## src/rtl/rs_class_dispatch.sv

```systemverilog
// rs_class_dispatch: credit-gated dispatch into per-class reservation stations,
// plus a round-robin merge of per-class FU results onto one registered CDB.
module rs_class_dispatch #(
    parameter int NUM_CLASSES = 2,
    parameter int RS_DEPTH    = 8,
    parameter int TAG_W       = 5,
    parameter int DATA_W      = 32,
    parameter int PAYLOAD_W   = 128,
    localparam int CLASS_W    = $clog2(NUM_CLASSES),
    localparam int CNT_W      = $clog2(RS_DEPTH + 1)
) (
    input  logic                          clk,
    input  logic                          reset,
    input  logic                          flush,
    input  logic                          disp_valid,
    input  logic [CLASS_W-1:0]            disp_class,
    input  logic [TAG_W-1:0]              disp_tag,
    input  logic [PAYLOAD_W-1:0]          disp_payload,
    output logic                          disp_ready,
    output logic [NUM_CLASSES-1:0]        rs_valid,
    output logic [TAG_W-1:0]              rs_tag,
    output logic [PAYLOAD_W-1:0]          rs_payload,
    input  logic [NUM_CLASSES-1:0]        rs_release,
    output logic [NUM_CLASSES-1:0]        class_full,
    output logic [NUM_CLASSES*CNT_W-1:0]  credit_cnt,
    input  logic [NUM_CLASSES-1:0]        fu_res_valid,
    input  logic [NUM_CLASSES*TAG_W-1:0]  fu_res_tag,
    input  logic [NUM_CLASSES*DATA_W-1:0] fu_res_data,
    output logic [NUM_CLASSES-1:0]        fu_res_ready,
    output logic                          cdb_valid,
    output logic [TAG_W-1:0]              cdb_tag,
    output logic [DATA_W-1:0]             cdb_data,
    input  logic                          cdb_ready,
    output logic                          err
);
    localparam logic [CNT_W-1:0] FULL = CNT_W'(RS_DEPTH);

    logic                   hold_v;
    logic [CLASS_W-1:0]     hold_class;
    logic [TAG_W-1:0]       hold_tag;
    logic [PAYLOAD_W-1:0]   hold_payload;
    logic [CNT_W-1:0]       credit [NUM_CLASSES];
    logic [CLASS_W-1:0]     rr_ptr, gnt, idx;
    logic                   gnt_v, issue, cdb_load, disp_fire, bad_class, overflow;
    logic [NUM_CLASSES-1:0] hold_dec, at_max;

    always_comb begin
        for (int c = 0; c < NUM_CLASSES; c++) begin
            class_full[c] = credit[c] == '0;
            at_max[c] = credit[c] == FULL;
            credit_cnt[c*CNT_W +: CNT_W] = credit[c];
        end
    end

    assign hold_dec   = NUM_CLASSES'(1) << hold_class;
    assign issue      = hold_v & |(hold_dec & ~class_full) & ~flush;
    assign rs_valid   = issue ? hold_dec : '0;
    assign rs_tag     = hold_tag;
    assign rs_payload = hold_payload;
    assign disp_ready = ~hold_v | issue;
    assign disp_fire  = disp_valid & disp_ready & ~flush;
    assign bad_class  = 32'(disp_class) >= NUM_CLASSES;
    // A release that would push a class past its depth is a protocol error.
    assign overflow   = |(rs_release & ~rs_valid & at_max) & ~flush;

    // Scan from the highest offset down so the lowest offset from rr_ptr wins.
    always_comb begin
        gnt_v = 1'b0;
        gnt = '0;
        idx = '0;
        for (int i = NUM_CLASSES - 1; i >= 0; i--) begin
            idx = CLASS_W'((int'(rr_ptr) + i) % NUM_CLASSES);
            if (fu_res_valid[idx]) begin
                gnt_v = 1'b1;
                gnt = idx;
            end
        end
    end

    assign cdb_load     = ~cdb_valid | cdb_ready;
    assign fu_res_ready = (gnt_v & cdb_load & ~flush & ~reset) ? NUM_CLASSES'(1) << gnt : '0;

    always_ff @(posedge clk or posedge reset) begin
        if (reset) begin
            hold_v <= 1'b0;
            hold_class <= '0;
            hold_tag <= '0;
            hold_payload <= '0;
            cdb_valid <= 1'b0;
            cdb_tag <= '0;
            cdb_data <= '0;
            rr_ptr <= '0;
            for (int c = 0; c < NUM_CLASSES; c++) credit[c] <= FULL;
        end else if (flush) begin
            hold_v <= 1'b0;
            cdb_valid <= 1'b0;
            rr_ptr <= '0;
            for (int c = 0; c < NUM_CLASSES; c++) credit[c] <= FULL;
        end else begin
            if (disp_fire) begin
                hold_v <= ~bad_class;
                hold_class <= disp_class;
                hold_tag <= disp_tag;
                hold_payload <= disp_payload;
            end else if (issue) begin
                hold_v <= 1'b0;
            end
            for (int c = 0; c < NUM_CLASSES; c++) begin
                if (rs_valid[c] & ~rs_release[c])
                    credit[c] <= credit[c] - CNT_W'(1);
                else if (rs_release[c] & ~rs_valid[c] & ~at_max[c])
                    credit[c] <= credit[c] + CNT_W'(1);
            end
            if (cdb_load) begin
                cdb_valid <= gnt_v;
                if (gnt_v) begin
                    cdb_tag <= fu_res_tag[gnt*TAG_W +: TAG_W];
                    cdb_data <= fu_res_data[gnt*DATA_W +: DATA_W];
                    rr_ptr <= (gnt == CLASS_W'(NUM_CLASSES - 1)) ? '0 : gnt + CLASS_W'(1);
                end
            end
        end
    end

    always_ff @(posedge clk or posedge reset) begin
        if (reset)
            err <= 1'b0;
        else if ((disp_fire & bad_class) | overflow)
            err <= 1'b1;
    end
endmodule

```

## config.mk

```make
export PLATFORM = sky130hd
export DESIGN_NAME = rs_class_dispatch
export DESIGN_NICKNAME = d
export VERILOG_FILES = /design/src/rtl/rs_class_dispatch.sv
export SDC_FILE = /design/constraint.sdc
export NUM_CORES = 1
export LEC_CHECK = 0
export ABC_AREA = 1
export BUFFER_PORTS_ARGS = -buffer_cell sky130_fd_sc_hd__clkbuf_2
export CAP_MARGIN = 20
export CORE_AREA = 2 2 156 158
export DETAILED_ROUTE_END_ITERATION = 12
export DIE_AREA = 0 0 158 160
export PLACE_DENSITY = 0.72
export RECOVER_POWER = 100
export SYNTH_ARGS = -nofsm -noshare
export SYNTH_HDL_FRONTEND = slang
export SYNTH_SLANG_ARGS = --single-unit
export TNS_END_PERCENT = 30
```

## constraint.sdc

```tcl
create_clock -name clk -period 7 [get_ports clk]
set_clock_uncertainty 0.2 [all_clocks]
set_input_delay 0.7 -clock clk [delete_from_list [all_inputs] [get_ports clk]]
set_output_delay 0.7 -clock clk [all_outputs]
set_load 0.1 [all_outputs]
```

==> results.toml, run 1 <==
[timing]
rsz0062_at_grt = "no"
min_period_over_period_pct = 70.5
setup-violations-final = 0
final_setup_tns_ns = 0
max_slew.worst_pin.slew_ns = 2.98
fmax_ghz = 0.203
maxSlewViolCount = 311
maxSlewHeadroom_pct = -98.9
finalWorstPathRequiredPeriod_ns = 4.93
postLayoutSetupSlackWorst_ns = 2.07
finalHoldViolations = 0

[critical_path]
critical-path-slowest-cell = "sky130_fd_sc_hd__clkbuf_1"
worstPathCellList = "clkbuf_1 -> nor2_1 -> clkinv_1 -> clkbuf_1 -> nor3_1 -> clkbuf_1"
worstSetupPathType = "in2out"
worst-endpoint-arrival_ns = 4.03
critical_path.startpoint_type = "input port"
cell_repeated_most_along_the_worst_path = "sky130_fd_sc_hd__clkbuf_1"
setup.worst_path.end_class = "primary output"
worstPathRequired_ns = 6.10
worst-path-buf-inv = 4
critical_path.max_stage_delay_ns = 2.09
critical_path_peak_fanout = 77
critical-path-top-delay-family = "buffers and inverters"

[yosys]
synth.cells.most_frequent = "sky130_fd_sc_hd__nand2_1, sky130_fd_sc_hd__dfrtp_1, sky130_fd_sc_hd__inv_1"
post-synth-top-area-fraction_pct = 57.0
async_flop_share_pct = 100
yosysWarnings = 0
number_of_synthesized_flops_with_an_enable_pin = 0
netlist-cell-type-count = 25
post_synthesis_area_per_instance_um2 = 8.81
netlist_top_cells_area = "sky130_fd_sc_hd__dfrtp_1, sky130_fd_sc_hd__nand2_1, sky130_fd_sc_hd__inv_1"
yosysMostFrequentCell = "sky130_fd_sc_hd__nand2_1"
postSynthRegisterBits = 183
synthesized_cell_area_um2 = 7940
synth.net_count = 1125
syn-instance-count = 902
ys.flop_type = "sky130_fd_sc_hd__dfrtp_1"
netlist.top_cell.by_area = "sky130_fd_sc_hd__dfrtp_1"
synth_seq_area_share_pct = 57.7

[floorplanning]
placement_rows = 57
start_util_pct = 33.3
die-area_um2 = 25300
core_area_um2 = 23800
die_outline_height_um = 160
io_pins = 404
horizontal_extent_of_the_die_um = 158

[clocking]
cts.htree.levels = 4
cts_repair_resize_count = 0
cts_post_setup_buffers_inserted = 0
sink_count_of_the_clock_tree = 183
tritoncts = "built"
cts_hold_repair.buffers = 0
ctsLongestPathBuffers = 2
skew_pair_late_insertion_delay_ns = 0.42
clk_root_buffer_cell = "sky130_fd_sc_hd__clkbuf_16"
tritoncts.num_buffers = 17
clk_pin_slew_worst_paths_ns = 0.08

[route]
detailedRoute.firstIterationViolations = 399
drtPass1Iterations = 5
detail_route.wirelength_um = 22200
vias_per_cell = 4.29
drtAntennaViolNets = 0
wl_per_cell_um = 13.7
num_vias = 6952
remaining_drc_errors = 0

[finish]
multiInputGateArea_um2 = 2370
area.sequential_um2 = 4580
area_growth_pct = 30.5
num_antenna_cells = 0
drive_above_1_share_pct = 19.7
finish.net_count = 1507
design_area_um2 = 10400
filler_cell_count = 2507

[place]
dp.final_hpwl_um = 16500
pre_cts_ws_ns = 3.77
finalWeightedCongestion = 0.828
placement.io_buffers = 403
postPlaceCellArea_um2 = 10000

[grt]
grt_start_max_net_pins = 120
via_count_of_the_first_global_routing_pass = 6668
gr-usage-all-layers_pct = 17.2
grt_first_pass_wirelength_um = 34300
antenna_found_initial = 1
globalRouteOverflowTotal = 0

[power]
power.static_leakage_nw = 5.61
p_total_w = 0.00455
peakVddDrop_mv = 0.174
power_density_nw_per_um2 = 439

[worst_hold_path]
min-delay-path-class = "in2async"

[run_status]
violations = "capacitance limit, slew limit"
outcome = "finished with violations"

[job]
drv.max_cap_violation_count = 3
-- registers in the layout, summed over array words and instances, names as in the netlist --
signal / count
cdb_data: 32
cdb_tag: 5
cdb_valid: 1
credit_cnt: 8
err: 1
hold_class: 1
hold_v: 1
rr_ptr: 1
rs_payload: 128
rs_tag: 5
-- metrics by stage --
stage	cells	hold WS, ns	util [%]
after global placement	1589	0.252	42.2
after CTS	1621	0.262	44.6
after global routing	1621	0.269	43.5
after detailed placement	1589	0.269	42.2
after floorplan	902	0.278	-
final	1621	0.240	43.5
-- routing by layer --
metal / track usage, % / up-vias / part of all wire (%)
li1: - / 3562 / -
met4: 4.79 / 2 / 1.7
met1: 21.0 / 3094 / 42
met2: 29.2 / 269 / 48
met3: 5.48 / 25 / 8.1
met5: 0 / - / 0.059
-- final timing paths --
path | cells after the start | slack, ns | start | end
worst min register to register | 2 | 0.28 | err | err
worst max-delay path | 6 | 2.07 | flush | fu_res_ready[1]
max in group asynchronous | 3 | 4.97 | reset | rs_payload[101]
worst max register to register | 7 | 2.83 | credit_cnt[7] | rs_payload[93]
min in group clk | 2 | 0.28 | err | err
worst min-delay path | 2 | 0.24 | reset | cdb_data[25]
-- area by class of cell --
cell class	instances	share of cell area, %
flip-flops and latches	183	44.2
multi-input cells	513	22.8
clock inverters	14	1.52
inverters	160	5.87
well taps	324	3.91
clock buffers	18	4.14
repair buffers	409	17.5
-- placed cells by master (no fill, tap or decap), types with 6 or more instances in the layout --
master and n:
sky130_fd_sc_hd__nand3_1 21, sky130_fd_sc_hd__o31ai_1 37, sky130_fd_sc_hd__o21ai_0 135, sky130_fd_sc_hd__clkbuf_2 216
sky130_fd_sc_hd__inv_1 157, sky130_fd_sc_hd__dfrtp_1 181, sky130_fd_sc_hd__nor2_1 89, sky130_fd_sc_hd__clkbuf_1 191
sky130_fd_sc_hd__nand2_1 205, sky130_fd_sc_hd__clkbuf_16 17, sky130_fd_sc_hd__nand4_1 6
-- cells by family after synthesis --
group,after synthesis,share of synthesized area (%)
adder cells (fa/ha/maj),6,1.13
flip-flops,183,57.7
buffers and inverters,206,12.3
AO/OA/AOI/OAI,180,12.5
AND/OR/NAND/NOR,327,16.4
-- report_power, final --
part / switching, W / leakage (nW) / total (W) / internal (W)
clock: 0.000469 / 0.279 / 0.000949 / 0.000480
sequential: 0.000136 / 2.25 / 0.00140 / 0.00127
combinational: 0.00194 / 3.08 / 0.00220 / 0.000257
total: 0.00254 / 5.61 / 0.00455 / 0.00200
Power figures use the tool's default switching activity.
==> run 2, diff against run 1 <==
- clock period: 7 -> 4.9 ns (I/O delays scaled with it)
==> run 2 against run 1 <==
  * The flow still finishes with violations (capacitance limit, slew limit)
  * Die area did not move
  * Via count increased by 1.3%
  * Largest power group unchanged
  * Sequential power is 43% higher
  * First-iteration DRC count fell by 5.0%
  * Highest routed layer is now met4
==> results.toml, run 2 (same netlist as run 1, synthesis figures left out) <==
[route]
drtPass1Iterations = 5
remaining_drc_errors = 0
detail_route.wirelength_um = 21700
drtAntennaViolNets = 0
vias_per_cell = 4.34
detailedRoute.firstIterationViolations = 379
wl_per_cell_um = 13.4
num_vias = 7040

[floorplanning]
io_pins = 404
core_area_um2 = 23800
die-area_um2 = 25300
placement_rows = 57
horizontal_extent_of_the_die_um = 158
die_outline_height_um = 160
start_util_pct = 33.3

[run_status]
violations = "capacitance limit, slew limit"
outcome = "finished with violations"

[clocking]
clk_root_buffer_cell = "sky130_fd_sc_hd__clkbuf_16"
cts_post_setup_buffers_inserted = 0
tritoncts = "built"
cts_repair_resize_count = 0
cts.htree.levels = 4
tritoncts.num_buffers = 17
sink_count_of_the_clock_tree = 183
clk_pin_slew_worst_paths_ns = 0.08
cts_hold_repair.buffers = 0
ctsLongestPathBuffers = 2
skew_pair_late_insertion_delay_ns = 0.43

[finish]
filler_cell_count = 2484
finish.net_count = 1507
drive_above_1_share_pct = 20.0
leading_cell_type_in_the_layout_fill_and_taps_excluded = "sky130_fd_sc_hd__clkbuf_2"
fin_util_pct = 43.8
largest_register_ff_count = 128
area_growth_pct = 31.3
layout_common_cells = "sky130_fd_sc_hd__clkbuf_2, sky130_fd_sc_hd__nand2_1, sky130_fd_sc_hd__clkbuf_1, sky130_fd_sc_hd__dfrtp_1, sky130_fd_sc_hd__inv_1"
instances_no_fill = 1622

[grt]
antenna_found_initial = 0
grt_first_pass_wirelength_um = 33500
gr-usage-all-layers_pct = 16.7
via_count_of_the_first_global_routing_pass = 6878
grt_start_max_net_pins = 184
globalRouteOverflowTotal = 0

[timing]
finalHoldViolations = 0
final_setup_tns_ns = 0
min_period_over_period_pct = 64.4
postLayoutSetupSlackWorst_ns = 1.75
rsz0062_at_grt = "no"
maxSlewViolCount = 223
max_slew.worst_pin.slew_ns = 2.59
setup-violations-final = 0
finalWorstPathRequiredPeriod_ns = 3.15
fmax_ghz = 0.317
maxSlewHeadroom_pct = -72.5

[place]
dp.final_hpwl_um = 16100
pre_cts_ws_ns = 2.23
finalWeightedCongestion = 0.838
placement.io_buffers = 403
placedCellCount = 1589

[critical_path]
setup.worst_path.end_class = "primary output"
regToRegEndpoint = "cdb_data[5]"
worstPathCellList = "inv_1 -> nand2_1 -> nand2_1 -> buf_4 -> inv_1 -> nor3_1 -> clkbuf_1"
worstSetupPathType = "reg2out"
critical-path-slowest-cell = "sky130_fd_sc_hd__clkbuf_1"
worst-endpoint-arrival_ns = 2.46
reg2reg_depth = 8
critical_path_peak_fanout = 39
critical_path.reg2reg.startpoint = "rr_ptr"
critical_path.startpoint_type = "flip-flop"
r2r_slack_ns = 1.95
worstPathRequired_ns = 4.21
critical_path.max_stage_delay_ns = 0.88

[power]
power.static_leakage_nw = 5.64
peakVddDrop_mv = 0.276
power_density_nw_per_um2 = 628

[worst_hold_path]
whs_path_depth = 3
hold_end = "rs_tag[2]"
min-delay-path-class = "in2reg"
hold_path_startpoint = "disp_tag[2]"

[job]
drv.max_cap_violation_count = 2
==> run 2: worst max-delay path: cells and delay by family (launching register included) <==
kind	cells	cell delay [ns]
buffers and inverters	4	1.40
flip-flops	1	0.39
AND/OR/NAND/NOR	3	0.26
==> run 2: worst max path at each step <==
stage | end | start | slack, ns | cells past startpoint
after floorplan | fu_res_ready[0] | cdb_valid | 0.68 | 7
after global placement | rs_payload[101] | credit_cnt[7] | 2.31 | 8
after detailed placement | rs_payload[101] | flush | 2.23 | 6
after CTS | fu_res_ready[0] | rr_ptr | 2.10 | 7
after global routing | fu_res_ready[0] | rr_ptr | 1.59 | 7
final | fu_res_ready[0] | rr_ptr | 1.75 | 7
==> run 2: layout make-up <==
cell class	count	area [µm²]	area share, %
Tap cell	324	405	3.89
Timing Repair Buffer	409	1840	17.6
Multi-Input combinational cell	513	2380	22.8
Antenna cell	1	2.50	0.0240
Clock buffer	17	425	4.08
Clock inverter	15	193	1.85
Inverter	160	604	5.79
Sequential cell	183	4580	43.9
==> run 2: per-stage QoR <==
stage | instance area, µm² | hold WS [ns] | power (W)
after floorplan | 7950 | 0.278 | 0.00471
after CTS | 10700 | 0.0461 | 0.00672
after global routing | 10400 | 0.0668 | 0.00684
after detailed placement | 10100 | 0.268 | 0.00527
final | 10400 | 0.0803 | 0.00655
after global placement | 10100 | 0.250 | 0.00524
==> run 2: metal layers <==
layer  global-route usage, %  vias up  routed length [µm]
met2                    29.7      294               10700
li1                        -     3570                   -
met5                       0        -                   0
met1                    18.4     3141                8460
met3                    5.64       35                2060
met4                    5.90        0                 539
==> run 2: power by group <==
group          switching, W  leakage [nW]  internal, W
sequential         0.000191          2.25      0.00181
combinational       0.00277          3.08     0.000364
clock              0.000709         0.300     0.000705
total               0.00367          5.64      0.00288
==> run 3, diff against run 2 <==
- clock period: 4.9 -> 3.2 ns (I/O delays scaled with it)
==> run 3 against run 2 <==
  * The flow now finishes without violations
  * Power is 57% higher
  * Worst hold slack got worse by 0.057 ns
  * Core utilization up 8.7 points
  * Register-to-register slack lost 1.6 ns
  * Sequential share of layout area fell by 7.3 points
  * Worst setup slack worse by 1.4 ns
  * Die area is the same
  * Final area is 20% higher
  * Largest cell class unchanged
  * Largest power group unchanged
==> results.toml, run 3 (same netlist as run 1, synthesis figures left out) <==
[floorplanning]
io_pins = 404
placement_rows = 57
start_util_pct = 33.3
horizontal_extent_of_the_die_um = 158
core_area_um2 = 23800
die_outline_height_um = 160
die-area_um2 = 25300

[power]
power_density_nw_per_um2 = 825
power.static_leakage_nw = 6.53
p_total_w = 0.0103
peakVddDrop_mv = 0.398

[timing]
setup-violations-final = 0
max_slew.worst_pin.slew_ns = 1.29
min_period_over_period_pct = 88.3
maxSlewViolCount = 0
maxSlewHeadroom_pct = 14.1
finalWorstPathRequiredPeriod_ns = 2.83
finalHoldViolations = 0
postLayoutSetupSlackWorst_ns = 0.373
fmax_ghz = 0.354
rsz0062_at_grt = "no"

[route]
drtAntennaViolNets = 0
drtPass1Iterations = 5
detailedRoute.firstIterationViolations = 595
remaining_drc_errors = 0
vias_per_cell = 4.53
wl_per_cell_um = 14.6
num_vias = 8302
detail_route.wirelength_um = 26800

[finish]
instances_no_fill = 1831
drive_above_1_share_pct = 17.6
largest_register_ff_count = 128
filler_cell_count = 2159
area_growth_pct = 57.4
fin_util_pct = 52.5
layout_common_cells = "sky130_fd_sc_hd__clkbuf_2, sky130_fd_sc_hd__dlygate4sd3_1, sky130_fd_sc_hd__nand2_1, sky130_fd_sc_hd__clkbuf_1, sky130_fd_sc_hd__dfrtp_1"
leading_cell_type_in_the_layout_fill_and_taps_excluded = "sky130_fd_sc_hd__clkbuf_2"
finish.net_count = 1716

[clocking]
cts_repair_resize_count = 0
cts_post_setup_buffers_inserted = 0
ctsLongestPathBuffers = 2
cts.htree.levels = 4
clk_root_buffer_cell = "sky130_fd_sc_hd__clkbuf_16"
clk_pin_slew_worst_paths_ns = 0.08
sink_count_of_the_clock_tree = 183
skew_pair_late_insertion_delay_ns = 0.42
tritoncts.num_buffers = 17
tritoncts = "built"

[grt]
via_count_of_the_first_global_routing_pass = 8563
gr-usage-all-layers_pct = 20.8
globalRouteOverflowTotal = 0
grt_first_pass_wirelength_um = 41900
antenna_found_initial = 1
grt_start_max_net_pins = 112

[worst_hold_path]
min-delay-path-class = "in2reg"

[place]
finalWeightedCongestion = 0.812
pre_cts_ws_ns = 0.986
placedCellCount = 1593
dp.final_hpwl_um = 16500
placement.io_buffers = 403

[run_status]
outcome = "complete, no violations"

[critical_path]
worstPathRequired_ns = 3.36
worstSetupPathType = "reg2reg"
setup.worst_path.end_class = "flip-flop"
critical_path_peak_fanout = 38
critical-path-slowest-cell = "sky130_fd_sc_hd__clkbuf_2"
critical_path.max_stage_delay_ns = 0.65
worstPathCellList = "inv_1 -> nand2_1 -> nand2_1 -> inv_1 -> clkbuf_2 -> nor2_1 -> o31ai_1 -> dlygate4sd3_1"
critical_path.startpoint_type = "flip-flop"
worst-endpoint-arrival_ns = 2.99

[job]
drv.max_cap_violation_count = 0
==> run 3: power by group <==
group	internal, W	total [W]	switching [W]
registers	0.00277	0.00307	0.000306
logic	0.000783	0.00514	0.00435
clock network	0.00107	0.00210	0.00103
total	0.00462	0.0103	0.00569
==> run 3: timing repair <==
action / in CTS / in global routing
setup endpoints to repair: 0 / 0
hold endpoints to repair: 190 / 0
hold buffers: 205 / 0
==> run 3: layer usage <==
| layer | part of all wire (%) | GRT usage, % | vias up |
|---|---|---|---|
| li1 | - | - | 3982 |
| met1 | 39 | 23.2 | 3854 |
| met2 | 49 | 36.3 | 388 |
| met3 | 8.4 | 5.70 | 78 |
| met4 | 4.1 | 9.99 | 0 |
| met5 | 0 | 0 | - |
==> run 3: per-stage QoR <==
| step | setup TNS [ns] | hold slack, ns | area [µm²] |
|---|---|---|---|
| after floorplan | -1.71 | 0.250 | 7950 |
| after global placement | 0 | 0.176 | 10100 |
| after detailed placement | 0 | 0.189 | 10100 |
| after CTS | 0 | 0.00102 | 12800 |
| after global routing | 0 | 0.0278 | 12500 |
| final | 0 | 0.0238 | 12500 |
==> run 3: worst max-delay path: cells and delay by family, from the launching register on <==
| family | cells | cell delay (ns) |
|---|---|---|
| buffers and inverters | 4 | 1.45 |
| flip-flops | 1 | 0.35 |
| AO/OA/AOI/OAI | 1 | 0.32 |
| AND/OR/NAND/NOR | 3 | 0.44 |
==> run 3: worst paths after layout <==
kind	from	to	slack (ns)	cells past startpoint
setup / recovery	rr_ptr	cdb_data[14]	0.37	8
hold / removal	fu_res_valid[1]	cdb_valid	0.02	3
setup reg to reg	rr_ptr	cdb_data[14]	0.37	8
hold reg to reg	err	err	0.28	2
max in group asynchronous	reset	rs_payload[73]	0.67	4
min in group asynchronous	reset	cdb_data[21]	0.38	3
==> run 3: layout make-up <==
type	count	area [µm²]	share of cell area (%)
clock inverter	14	150	1.20
timing repair buffer	618	3940	31.5
clock buffer	18	439	3.51
inverter	160	602	4.81
multi-input combinational	513	2380	19.0
antenna	1	2.50	0.0200
sequential	183	4580	36.7
tap	324	405	3.24
